`config.mk`:
```
export PLATFORM = sky130hd
export DESIGN_NAME = ram_access_ctrl
export DESIGN_NICKNAME = d
export VERILOG_FILES = /design/src/rtl/ram_ctrl_pkg.sv /design/src/rtl/ram_rr_arb.sv /design/src/rtl/ram_access_ctrl.sv
export SDC_FILE = /design/constraint.sdc
export NUM_CORES = 1
export LEC_CHECK = 0
export CAP_MARGIN = 20
export CELL_PAD_IN_SITES_DETAIL_PLACEMENT = 1
export CELL_PAD_IN_SITES_GLOBAL_PLACEMENT = 1
export CORE_MARGIN = 1.5
export CORE_UTILIZATION = 33
export DETAILED_ROUTE_END_ITERATION = 7
export PLACE_DENSITY = 0.83
export SYNTH_ARGS = -nofsm -noshare
export SYNTH_HDL_FRONTEND = slang
export SYNTH_SLANG_ARGS = --single-unit
```
`constraint.sdc`:
```
create_clock -name clk -period 2.8 [get_ports clk]
set_clock_uncertainty 0.2 [all_clocks]
set_input_delay 0.56 -clock clk [delete_from_list [all_inputs] [get_ports clk]]
set_output_delay 0.56 -clock clk [all_outputs]
set_load 0.1 [all_outputs]
```
`src/rtl/ram_ctrl_pkg.sv`:
```
// Shared types and default sizing for the RAM access controller.
package ram_ctrl_pkg;

  localparam int ADDR_WIDTH_DEFAULT = 6;
  localparam int DATA_WIDTH_DEFAULT = 8;
  localparam int DEPTH_DEFAULT      = 64;

  typedef enum logic [1:0] {
    INIT,
    IDLE,
    READ_WAIT,
    RSP_HOLD
  } state_e;

endpackage

```
`src/rtl/ram_rr_arb.sv`:
```
// Two-way round-robin arbiter between write and read requests.
module ram_rr_arb (
  input  logic clk,
  input  logic rst_n,
  input  logic wr_req_i,
  input  logic rd_req_i,
  output logic wr_gnt_o,
  output logic rd_gnt_o
);

  logic rdPrio_q;
  logic rdPrio_d;
  logic collision;

  // Priority only moves when both sides actually competed.
  always_comb begin
    collision = wr_req_i && rd_req_i;
    wr_gnt_o  = wr_req_i && (!rd_req_i || !rdPrio_q);
    rd_gnt_o  = rd_req_i && (!wr_req_i || rdPrio_q);
    rdPrio_d  = collision ? !rdPrio_q : rdPrio_q;
  end

  always_ff @(posedge clk or negedge rst_n) begin
    if (!rst_n) begin
      rdPrio_q <= 1'b0;
    end else begin
      rdPrio_q <= rdPrio_d;
    end
  end

endmodule

```
`src/rtl/ram_access_ctrl.sv`:
```
// Front-end for an external single-port RAM: clears it after reset, then
// arbitrates write/read requests and returns read data with a held response.
module ram_access_ctrl
  import ram_ctrl_pkg::*;
#(
  parameter int addr_width = ADDR_WIDTH_DEFAULT,
  parameter int data_width = DATA_WIDTH_DEFAULT,
  parameter int depth      = DEPTH_DEFAULT
) (
  input  logic                  clk,
  input  logic                  rst_n,
  input  logic                  wr_valid,
  output logic                  wr_ready,
  input  logic [addr_width-1:0] wr_addr,
  input  logic [data_width-1:0] wr_data,
  input  logic                  rd_valid,
  output logic                  rd_ready,
  input  logic [addr_width-1:0] rd_addr,
  output logic                  rsp_valid,
  input  logic                  rsp_ready,
  output logic [data_width-1:0] rsp_data,
  output logic [data_width-1:0] ram_data,
  output logic [addr_width-1:0] ram_addr,
  output logic                  ram_we,
  input  logic [data_width-1:0] ram_q,
  output logic                  init_done
);

  localparam logic [addr_width-1:0] LastAddr = addr_width'(depth - 1);

  state_e                state_q, state_d;
  logic [addr_width-1:0] initCnt_q, initCnt_d;
  logic [addr_width-1:0] addr_q, addr_d;
  logic [data_width-1:0] data_q, data_d;
  logic                  rspValid_q, rspValid_d;
  logic [data_width-1:0] rspData_q, rspData_d;
  logic                  initDone_q, initDone_d;

  logic wrReady;
  logic rdReady;
  logic wrReq;
  logic rdReq;
  logic wrGnt;
  logic rdGnt;
  logic ramWe;

  // Readies depend only on the registered state, keeping the grant path loop-free.
  assign wrReady = (state_q == IDLE) || (state_q == RSP_HOLD);
  assign rdReady = (state_q == IDLE);
  assign wrReq   = wr_valid && wrReady;
  assign rdReq   = rd_valid && rdReady;

  ram_rr_arb u_arb (
    .clk      (clk),
    .rst_n    (rst_n),
    .wr_req_i (wrReq),
    .rd_req_i (rdReq),
    .wr_gnt_o (wrGnt),
    .rd_gnt_o (rdGnt)
  );

  always_comb begin
    state_d    = state_q;
    initCnt_d  = initCnt_q;
    addr_d     = addr_q;
    data_d     = data_q;
    rspValid_d = rspValid_q;
    rspData_d  = rspData_q;
    initDone_d = initDone_q;
    ramWe      = 1'b0;

    if (wrGnt) begin
      ramWe  = 1'b1;
      addr_d = wr_addr;
      data_d = wr_data;
    end

    unique case (state_q)
      INIT: begin
        ramWe  = 1'b1;
        addr_d = initCnt_q;
        data_d = '0;
        if (initCnt_q == LastAddr) begin
          state_d    = IDLE;
          initDone_d = 1'b1;
        end else begin
          initCnt_d = initCnt_q + addr_width'(1);
        end
      end
      IDLE: begin
        if (rdGnt) begin
          addr_d  = rd_addr;
          state_d = READ_WAIT;
        end
      end
      READ_WAIT: begin
        rspData_d  = ram_q;
        rspValid_d = 1'b1;
        state_d    = RSP_HOLD;
      end
      RSP_HOLD: begin
        if (rspValid_q && rsp_ready) begin
          rspValid_d = 1'b0;
          state_d    = IDLE;
        end
      end
      default: state_d = INIT;
    endcase
  end

  always_ff @(posedge clk or negedge rst_n) begin
    if (!rst_n) begin
      state_q    <= INIT;
      initCnt_q  <= '0;
      addr_q     <= '0;
      data_q     <= '0;
      rspValid_q <= 1'b0;
      rspData_q  <= '0;
      initDone_q <= 1'b0;
    end else begin
      state_q    <= state_d;
      initCnt_q  <= initCnt_d;
      addr_q     <= addr_d;
      data_q     <= data_d;
      rspValid_q <= rspValid_d;
      rspData_q  <= rspData_d;
      initDone_q <= initDone_d;
    end
  end

  // RAM port is driven straight from next-state so a grant reaches the RAM this cycle.
  assign ram_we    = ramWe;
  assign ram_addr  = addr_d;
  assign ram_data  = data_d;
  assign wr_ready  = wrReady;
  assign rd_ready  = rdReady;
  assign rsp_valid = rspValid_q;
  assign rsp_data  = rspData_q;
  assign init_done = initDone_q;

endmodule

```
==> flow_summary.json, run 1 <==
{
  "r2r_slack_ps": 740,
  "io_buffers": 59,
  "drv_slew": 0,
  "ys.flop_type": "dfrtp_1",
  "ys_async_sr_fraction_pct": 100,
  "path_class": "input pin to output pin",
  "worstMarginPinSlew_ps": 442,
  "drive_gt1_share_pct": 46.8,
  "viasPerCell": 5.05,
  "grt-ovfl-total": 0,
  "clockBufferDepth": 2,
  "clock-sinks": 33,
  "ys_seq_area_share_pct": 53.8,
  "dr_total_vias": 1289,
  "synth_cell_type_count": 31,
  "end_kind": "output pin",
  "maxCapViolations": 0,
  "crit_path_max_fanout": 8,
  "fill_cells": 438,
  "dpl.hpwl_mm": 3.32,
  "min_period_over_period_pct": 102,
  "dieHeight_um": 71.2,
  "fmax_mhz": 350,
  "wl_per_cell_um": 18.0,
  "coreArea_um2": 4410,
  "ctsHtreeMaxLevel": 2,
  "syn_to_final_growth_pct": 74.7,
  "min_period_ps": 2860,
  "worst_setup_path_start_kind": "input pin",
  "rsz0062_at_grt": "true",
  "grt_pass1_wl_mm": 7.60,
  "avgSynthCellArea_um2": 11.8,
  "tritoncts": "yes",
  "grt_max_degree": 34,
  "clk_latency_ps": 280,
  "cts_buffers": 5,
  "antenna_found_initial": 0,
  "die-area_um2": 5070,
  "crit_required_ps": 2040,
  "drt_first_iter_violations": 64,
  "wirelength_mm": 4.58,
  "post-route-drc-count": 0,
  "cts_root_buf": "clkbuf_8",
  "dr.pass1.iters": 4,
  "syn_inst": 130,
  "finalSetupViolations": 10,
  "std_cell_rows": 24,
  "finalSetupTns_ps": -367,
  "synth_area_leaders": "dfrtp_1 54%, mux2i_1 9.8%, mux2_2 7.3%",
  "grt_pass1_vias": 1516,
  "ys_ff_latch": 33,
  "rr_worst_depth": 7,
  "whs_ps": 276,
  "post-route-cell-area_um2": 2680,
  "synth_enable_flop_cells": 0,
  "syn_area_um2": 1530,
  "status": "complete, but fails checks",
  "synth_top_area_share_pct": 53.8,
  "cts-hold-fix-buffers": 0,
  "grt.total_usage_pct": 19.8,
  "post_dp_cell_area_um2": 2470,
  "post-synth-top-area-cell": "dfrtp_1",
  "hp-class": "flip-flop to flip-flop",
  "nets": 240,
  "violations": "negative setup slack",
  "clk_pin_slew_worst_paths_ps": 70,
  "whs_path_depth": 1,
  "ant_nets": 0,
  "die_width_um": 71.2,
  "synth_nets": 168,
  "pre_cts_ws_ps": -119,
  "io_pins": 60,
  "hold_viol_final": 0,
  "place_congestion": 0.781,
  "setup_ws_ps": -59.5,
  "diodes": 0,
  "yosysWarnings": 0,
  "arrival_ps": 2100,
  "initial_core_util_pct": 34.8,
  "max-slew-margin-rel_pct": 70.5
}
## cell families after synthesis
group	Yosys count	share of synthesized area, %
buffers and inverters	11	4.32
AND/OR/NAND/NOR	31	9.87
flip-flops	33	53.8
multiplexers	25	17.1
adder cells (fa/ha/maj)	5	4.08
AO/OA/AOI/OAI	23	9.62
XOR/XNOR	2	1.14
## through the flow
stage               cells  utilization (%)
detailed placement    241             56.0
CTS                   255             60.4
finish                255             60.7
floorplan             130                -
global placement      241             56.0
global route          255             60.7
## placed cells by master, fill, tap and decap left out, types with 2 or more instances in the layout
| master | synthesis | routed |
|---|---|---|
| dfrtp_1 | 33 | 33 |
| clkdlybuf4s50_1 | 0 | 31 |
| buf_4 | 0 | 22 |
| buf_12 | 1 | 16 |
| mux2_2 | 10 | 10 |
| nor2_4 | 0 | 8 |
| mux2i_2 | 0 | 7 |
| o21ai_4 | 0 | 6 |
| nor2_1 | 14 | 6 |
| mux2i_1 | 15 | 5 |
| clkbuf_8 | 0 | 5 |
| inv_1 | 5 | 4 |
| a22oi_2 | 0 | 4 |
| a21oi_1 | 4 | 4 |
| nand2_1 | 4 | 4 |
| mux2i_4 | 0 | 3 |
| and3_2 | 1 | 2 |
| a21o_1 | 2 | 2 |
| a22oi_1 | 6 | 2 |
| nand4_1 | 2 | 2 |
| nor3_1 | 2 | 2 |
| nand3_1 | 3 | 2 |
| xnor2_1 | 2 | 2 |
| ha_1 | 5 | 2 |
| ha_2 | 0 | 2 |
| clkinv_2 | 0 | 2 |
## what timing repair did
item                                    4_1_cts  5_1_grt
pin swaps                                     4        1
cloned                                        1        0
buffers inserted                              5        0
gates resized for setup                      17        2
endpoints found under the setup margin       14       15
## sequential cells by signal, summed over array words and instances (netlist names)
name,flops
data_q,8
rsp_data,8
u_arb.rdPrio_q,1
init_done,1
state_q,2
initCnt_q,6
addr_q,6
rsp_valid,1
## Yosys cell counts, drive strengths merged, types with 2 or more instances
master and number:
ha 5, a21oi 4, nor2 14, buf 3, nand3 3, inv 5
or2 2, xnor2 2, a22oi 6, a21o 2, and3 2, o21ai 7
nor3 2, dfrtp 33, mux2i 15, nand4 2, clkbuf 3, mux2 10
nand2 4
## cell type report
class / count / area, um2 / area share [%]
Multi-Input combinational cell: 87 / 883 / 33.0
Sequential cell: 33 / 826 / 30.8
Timing Repair Buffer: 70 / 805 / 30.0
Clock buffer: 6 / 72.6 / 2.71
Tap cell: 52 / 65.1 / 2.43
Inverter: 5 / 18.8 / 0.700
Clock inverter: 2 / 10.0 / 0.373
## worst paths after layout
kind	startpoint	end
worst max register to register	state_q[1]	state_q[1]
max in group asynchronous	rst_n	rsp_data[5]
min in group asynchronous	rst_n	addr_q[2]
worst max-delay path	rd_valid	ram_addr[4]
worst min-delay path	init_done	init_done
worst min register to register	init_done	init_done
## critical path: stages
cell and delay, ps:
clkdlybuf4s50_1 450, nand3_2 130, and3_4 360, mux2i_2 320
o21ai_4 100, buf_12 170
## per-layer routing
layer	global-route usage, %	wire length (um)	part of all wire (%)	vias up
li1	-	-	-	603
met2	36.8	2520	55	37
met1	23.2	1850	40	644
met5	0	0	0	-
met4	4.40	44	0.96	0
met3	4.13	164	3.6	5
Power of run 1 is not shown: default switching activity piles up to over one toggle a cycle in this logic, so the estimate is an artifact.
==> inputs of run 2 (changes only) <==
--- a/config.mk
+++ b/config.mk
@@ -15,3 +15,4 @@
 export SYNTH_ARGS = -nofsm -noshare
 export SYNTH_HDL_FRONTEND = slang
 export SYNTH_SLANG_ARGS = --single-unit
+export TNS_END_PERCENT = 50
==> run 2 against run 1 <==
Compared with the run above: the run still ends with negative setup slack left; critical path depth grew 1; hold slack lost 4.7 ps; global-route usage shrank 0.32 points; first-iteration DRC count shrank 38%; sequential cell count is the same; critical path type unchanged; critical endpoint is now ram_addr[5]; largest cell class unchanged; highest routed layer unchanged.
==> flow_summary.json, run 2 (same netlist as run 1, synthesis figures left out) <==
{
  "worstMarginPinSlew_ps": 437,
  "grt-ovfl-total": 0,
  "clock-sinks": 33,
  "min_period_ps": 2840,
  "nets": 238,
  "rsz0062_at_grt": "true",
  "cts_buffers": 5,
  "r2r_start": "state_q[1]",
  "antenna_found_initial": 0,
  "max-slew-margin-rel_pct": 70.9,
  "fill_cells": 444,
  "drv_slew": 0,
  "grt_pass1_vias": 1482,
  "cts-hold-fix-buffers": 0,
  "min_period_over_period_pct": 101,
  "worst_setup_path_start_kind": "input pin",
  "multi_input_area_um2": 850,
  "end_kind": "output pin",
  "ant_nets": 0,
  "dpl.hpwl_mm": 3.44,
  "maxCapViolations": 0,
  "critPathSlowestCell": "clkdlybuf4s50_1",
  "reg2reg_to": "state_q[1]",
  "seqCellArea_um2": 827,
  "arrival_ps": 2080,
  "crit_required_ps": 2040,
  "coreArea_um2": 4410,
  "cp_cell_sequence": "clkdlybuf4s50_1 -> buf_4 -> and3_2 -> a21o_1 -> buf_12 -> o21ai_4 -> buf_12",
  "std_cell_rows": 24,
  "drt_first_iter_violations": 40,
  "violations": "negative setup slack",
  "fmax_mhz": 352,
  "min_from": "init_done",
  "clk_latency_ps": 290,
  "clockBufferDepth": 2,
  "die-area_um2": 5070,
  "grt_pass1_wl_mm": 7.41,
  "diodes": 0,
  "grt.total_usage_pct": 19.5,
  "dr_total_vias": 1340,
  "layout_common_cells": "32 x dfrtp_1, 31 x clkdlybuf4s50_1, 19 x buf_4",
  "dr.pass1.iters": 4,
  "post-route-drc-count": 0,
  "r2r_slack_ps": 630,
  "clk_pin_slew_worst_paths_ps": 60,
  "whs_path_depth": 1,
  "wl_per_cell_um": 18.3,
  "worst_hold_path.endpoint": "init_done",
  "path_class": "input pin to output pin",
  "cts_root_buf": "clkbuf_8",
  "hp-class": "flip-flop to flip-flop",
  "wirelength_mm": 4.61,
  "rr_worst_depth": 7,
  "tritoncts": "yes",
  "finalSetupViolations": 11,
  "viasPerCell": 5.32,
  "slowest_delay_ps": 440,
  "syn_to_final_growth_pct": 72.7,
  "drive_gt1_share_pct": 43.5,
  "dieHeight_um": 71.2,
  "finalSetupTns_ps": -236,
  "crit_path_max_fanout": 6,
  "status": "complete, but fails checks",
  "critical_path.most_common_cell": "buf_12",
  "io_buffers": 59,
  "die_width_um": 71.2,
  "place_congestion": 0.804,
  "grt_max_degree": 34,
  "ctsHtreeMaxLevel": 2,
  "layout_commonest_cell": "dfrtp_1",
  "io_pins": 60,
  "whs_ps": 271,
  "setup_ws_ps": -40.4,
  "hold_viol_final": 0,
  "initial_core_util_pct": 34.8
}
-- run 2: metal layers --
layer	up-vias	track usage [%]	routed length, um
met3	15	5.70	318
met4	0	10.5	164
met1	662	21.2	1630
met5	-	0	0
met2	64	33.8	2500
li1	599	-	-
-- run 2: layout make-up --
type	count	share of cell area (%)
Clock buffer	7	3.26
Inverter	5	0.709
Multi-Input combinational cell	87	32.1
Sequential cell	33	31.2
Tap cell	52	2.46
Timing Repair Buffer	68	30.3
-- run 2: how the worst max path moves through the flow --
stage	startpoint	endpoint	slack (ps)	depth (start not counted)
final	rd_valid	ram_addr[5]	-40	7
after global routing	state_q[1]	ram_addr[3]	-90	7
after CTS	state_q[1]	ram_addr[2]	-50	7
after detailed placement	wr_valid	ram_addr[3]	-90	5
after global placement	wr_valid	ram_addr[4]	-30	5
after floorplan	state_q[1]	ram_addr[5]	-320	8
-- run 2: through the flow --
step	setup WS (ps)	instance area (um2)	util (%)	instances
2_1_floorplan	-317	1690	-	130
3_3_place_gp	-26.3	2480	56.1	240
3_5_place_dp	-88.3	2480	56.1	240
4_1_cts	-46.3	2640	59.8	251
5_1_grt	-88.7	2650	60.0	252
6_report	-40.4	2650	60.0	252
-- run 2: worst max-delay path: cells and delay by family --
family,cells,cell delay [ps]
and+or+nand+nor,1,190
buffers and inverters,4,950
AOI/OAI and AO/OA,2,370
-- run 2: repair_timing --
action,4_1_cts,5_1_grt
buffers inserted,3,1
pin swaps,5,0
gates cloned,1,0
hold endpoints to repair,0,0
endpoints found under the setup margin,14,15
gates resized for setup,12,1
Power of run 2 is left out for the same reason.
==> RTL edit 1 (flow settings as in run 1) <==
Reset style: synchronous (`rst_n`), changed in 2 clocked blocks.
--- a/src/rtl/ram_rr_arb.sv
+++ b/src/rtl/ram_rr_arb.sv
@@ -22,3 +22,3 @@
 
-  always_ff @(posedge clk or negedge rst_n) begin
+  always_ff @(posedge clk) begin
     if (!rst_n) begin
--- a/src/rtl/ram_access_ctrl.sv
+++ b/src/rtl/ram_access_ctrl.sv
@@ -110,3 +110,3 @@
 
-  always_ff @(posedge clk or negedge rst_n) begin
+  always_ff @(posedge clk) begin
     if (!rst_n) begin
Behaviour: differs if rst_n is asserted again (counterexample within 4 cycles, from zero or initial values and one cycle with rst_n low); with rst_n held inactive, the same outputs for 10 cycles.
==> RTL edit 1 against run 1 <==
Area after synthesis grew 5.0%. Synthesized cell count grew 35%. Fmax grew 4.3%. Global-route usage grew 1.5 points. Sequential cell count is the same. Design area grew 4.9%. Routed wire length grew 18%. Worst setup slack gained 0.12 ns. Via count grew 25%. Critical path type is now reg2out. Highest routed layer unchanged.
Power is left out: it rests on default switching activity, and per cell area and clock period it moved more than threefold.
==> RTL edit 1: results (changes against run 1) <==
Diodes inserted - 0 (unchanged)
DRT iter0 DRCs - 62 (was 64)
metal2 WL - 3040 um (was 2520 um)
CP peak stage delay - 0.37 ns (was 0.45 ns)
vias in the first global route - 1,692 (was 1,516)
asr flop ratio synth - 0 (was 1.00)
first-pass GRT wire length - 8500 um (was 7600 um)
share of layout cells above drive strength 1 - 0.381 (was 0.468)
most instantiated cells after synthesis - dfxtp_1, nor2_1, mux2i_1 (was dfrtp_1, mux2i_1, nor2_1)
Worst-path clk slew - 0.07 ns (about the same)
Crit path arrival time - 1.98 ns (was 2.10 ns)
aggregate global-route resource usage - 0.213 (was 0.198)
Cell variety after synth - 39 (was 31)
Final nets - 294 (was 240)
GPL Wtd Cong - 0.761 (was 0.781)
syn_nets - 214 (was 168)
Seq/Total Area, Yosys - 0.410 (was 0.538)
routed length on met3 - 183 um (was 164 um)
DP Wirelength - 3850 um (was 3320 um)
vias per cell - 4.98 (was 5.05)
Critical-path top delay cell - dfxtp_2 (was clkdlybuf4s50_1)
dpl ws - -0.0895 ns (was -0.119 ns)
relative slew slack - 0.657 (was 0.705)
Fillers - 506 (was 438)
largest net degree at the start of global routing - 26 (was 34)
total wire length - 5410 um (was 4580 um)
FF-to-FF setup slack - 0.82 ns (was 0.74 ns)
status - finished, final reports clean (was finished with violations)
top cells by area, synth - dfxtp_1, mux2i_1, nor2_1, nand3_1, ha_1 (was dfrtp_1, mux2i_1, mux2_2, ha_1, nor2_1)
Cell Area, Placed - 2630 um^2 (was 2470 um^2)
Period minus WS final - 2.74 ns (was 2.86 ns)
top_reg_cell synth - dfxtp_1 (was dfrtp_1)
-- RTL edit 1: logic make-up after synthesis --
group | count (synthesis) | synth area share
adders and majority gates | 5 | 0.0389
and+or+nand+nor | 72 | 0.217
DFF | 33 | 0.410
AOI/OAI and AO/OA | 30 | 0.152
xor gates and xnor gates | 2 | 0.0109
buffers and inverters | 15 | 0.0521
muxes | 19 | 0.119
-- RTL edit 1: what timing repair did --
| item | in CTS | in global routing |
|---|---|---|
| setup endpoints to repair | 12 | 13 |
| buffers inserted | 1 | 0 |
| pin swaps | 3 | 0 |
| gates resized for setup | 13 | 7 |
| gates cloned | 1 | 0 |
-- RTL edit 1: cell type report --
type                       count  area share
multi-input combinational    129       0.379
timing repair buffer          80       0.317
sequential                    33       0.237
tap                           67      0.0298
clock buffer                   8      0.0285
inverter                       7     0.00935
-- RTL edit 1: stage by stage --
stage / hold WS [ns] / std cells / setup TNS (ns) / util
after floorplan: 0.260 / 176 / -0.363 / -
after global placement: 0.265 / 314 / -0.181 / 0.557
after detailed placement: 0.277 / 314 / -0.609 / 0.557
after CTS: 0.295 / 324 / 0 / 0.590
after global routing: 0.311 / 324 / 0 / 0.595
final: 0.285 / 324 / 0 / 0.595
-- RTL edit 1: worst paths after layout --
path         cells after the start  startpoint          end
min                              2   init_done    init_done
max reg2reg                      7  state_q[1]    data_q[2]
max                              8  state_q[1]  ram_data[6]
min reg2reg                      2   init_done    init_done
-- RTL edit 1: per-layer routing --
metal  vias to the layer above  track usage
li1                        783            -
met1                       792        0.237
met2                        33        0.397
met3                         5       0.0456
met4                         0       0.0734
met5                         -            0
-- RTL edit 1: critical path: cells and delay by family (launching register included) --
kind          cells  cell delay [ns]
fa+ha+maj         1             0.19
simple gates      3             0.47
mux               1             0.26
buf+inv           3             0.39
flops             1             0.37
==> RTL edit 2 (config.mk and constraints of run 1) <==
Without the edit above. `DATA_WIDTH_DEFAULT`: 8 -> 6.
--- a/src/rtl/ram_ctrl_pkg.sv
+++ b/src/rtl/ram_ctrl_pkg.sv
@@ -4,3 +4,3 @@
   localparam int ADDR_WIDTH_DEFAULT = 6;
-  localparam int DATA_WIDTH_DEFAULT = 8;
+  localparam int DATA_WIDTH_DEFAULT = 6;
   localparam int DEPTH_DEFAULT      = 64;
Ports: changed (resized ram_data, ram_q, rsp_data and wr_data); port bits go from 60 to 52. No check against the original RTL was run, so the function may have changed too.
==> RTL edit 2 against run 1 <==
The run still ends with setup timing left. Hold slack worse by 0.0012 ns. Sequential share of layout area down 1.6 points. First-iteration DRC count fell by 11%. Critical path depth did not move. Critical path type is now reg2out. Utilization is 1.5 points higher. Worst setup slack improved by 0.019 ns. Sequential cell count is 4 lower. Design area is 7.1% lower. Area after synthesis decreased by 10%. Routed wire length is 1.7% higher. Die area fell by 9.9%.
Power is not shown: default switching activity piles up to over one toggle a cycle in this logic, so the estimate is an artifact.
==> RTL edit 2: results (changes against run 1) <==
status - finished with violations (unchanged)
violated checks - setup timing (unchanged)
vias in the first global route - 1,362 (was 1,516)
top_reg_cell synth - dfrtp_1 (unchanged)
DP Wirelength - 3060 um (was 3320 um)
Vias - 1,214 (was 1,289)
largest fanout on the critical path - 7 (was 8)
DRT iter0 DRCs - 57 (was 64)
aggregate global-route resource usage - 0.230 (was 0.198)
Final nets - 217 (was 240)
Setup crit end - ram_addr[2] (was ram_addr[4])
critical path launch point type - register (was input pin)
share of layout cells above drive strength 1 - 0.500 (was 0.468)
Seq/Total Area, Yosys - 0.527 (was 0.538)
first-pass GRT wire length - 7290 um (was 7600 um)
FF-to-FF setup slack - 0.51 ns (was 0.74 ns)
asr flop ratio synth - 1.00 (unchanged)
GPL Wtd Cong - 0.798 (was 0.781)
relative slew slack - 0.731 (was 0.705)
Critical-path top delay cell - dfrtp_2 (was clkdlybuf4s50_1)
Crit path arrival time - 2.08 ns (was 2.10 ns)
Cell variety after synth - 33 (was 31)
total wire length - 4660 um (was 4580 um)
dpl ws - -0.116 ns (was -0.119 ns)
Worst Reg-to-Reg Cells - 7 (unchanged)
syn_nets - 152 (was 168)
r2r startpoint - state_q[0] (was state_q[1])
Port Buffers - 51 (was 59)
top cells by area, synth - dfrtp_1, mux2i_1, mux2_2, ha_1, a22oi_1 (was dfrtp_1, mux2i_1, mux2_2, ha_1, nor2_1)
most instantiated cells after synthesis - dfrtp_1, mux2i_1, nor2_1 (unchanged)
clk_lat worst skew - 0.29 ns
RR Endpoint - initCnt_q[5] (was state_q[1])
largest net degree at the start of global routing - 30 (was 34)
Final Setup Violations - 6 (was 10)
Setup Total Neg Slack - -0.171 ns (was -0.367 ns)
Setup WS post-layout - -0.0401 ns (was -0.0595 ns)
Worst path top cell family by delay - simple AND/OR/NAND/NOR gates (was buffers and inverters)
## RTL edit 2: stage by stage
| stage | area, um^2 | std cells | hold slack (ns) |
|---|---|---|---|
| floorplan | 1540 | 118 | 0.0644 |
| global placement | 2220 | 218 | 0.260 |
| detailed placement | 2220 | 218 | 0.259 |
| CTS | 2460 | 233 | 0.278 |
| global route | 2490 | 234 | 0.297 |
| finish | 2490 | 234 | 0.275 |
## RTL edit 2: worst reg2reg max path: stages (launching register included)
cell and delay [ns]:
dfrtp_2 0.45, buf_4 0.14, inv_1 0.10, ha_2 0.35, buf_6 0.26, nand4_1 0.18
nor3_1 0.29, xor2_1 0.23
## RTL edit 2: repair_timing
action                                 in CTS  in global routing
cloned                                      1                  0
pin swaps                                   8                  2
buffers inserted                            6                  1
setup endpoints to repair                  12                 13
gates resized for setup                    14                  7
endpoints found under the hold margin       0                  0
## RTL edit 2: routing by layer
metal  vias to the layer above  GRT usage  share of wire
li1                        549          -              -
met1                       617      0.238           0.37
met2                        38      0.439           0.57
met3                        10     0.0567          0.037
met4                         0     0.0918          0.023
met5                         -          0              0
## RTL edit 2: area by class of cell
class | count | area [um^2]
clock buffers | 5 | 68.8
clock inverters | 3 | 65.1
fillers | 389 | 1510
inverters | 5 | 18.8
multi-input cells | 79 | 828
flip-flops and latches | 29 | 727
well taps | 50 | 62.6
repair buffers | 63 | 719
## RTL edit 2: kinds of logic after synthesis
group                    after synthesis  synth area share
AO/OA/AOI/OAI                         23             0.107
flip-flops                            29             0.527
buffers and inverters                 11            0.0482
adder cells (fa/ha/maj)                5            0.0455
AND/OR/NAND/NOR                       27             0.100
XOR/XNOR                               3            0.0191
multiplexers                          20             0.153
## RTL edit 2: worst min-delay path by stage
| stage | start | endpoint | slack [ns] | cells past startpoint |
|---|---|---|---|---|
| after floorplan | rst_n | addr_q[0] | 0.06 | 0 |
| after CTS | init_done | init_done | 0.28 | 1 |
| final | init_done | init_done | 0.27 | 1 |
| after detailed placement | init_done | init_done | 0.26 | 1 |
| after global routing | init_done | init_done | 0.30 | 1 |
| after global placement | init_done | init_done | 0.26 | 1 |
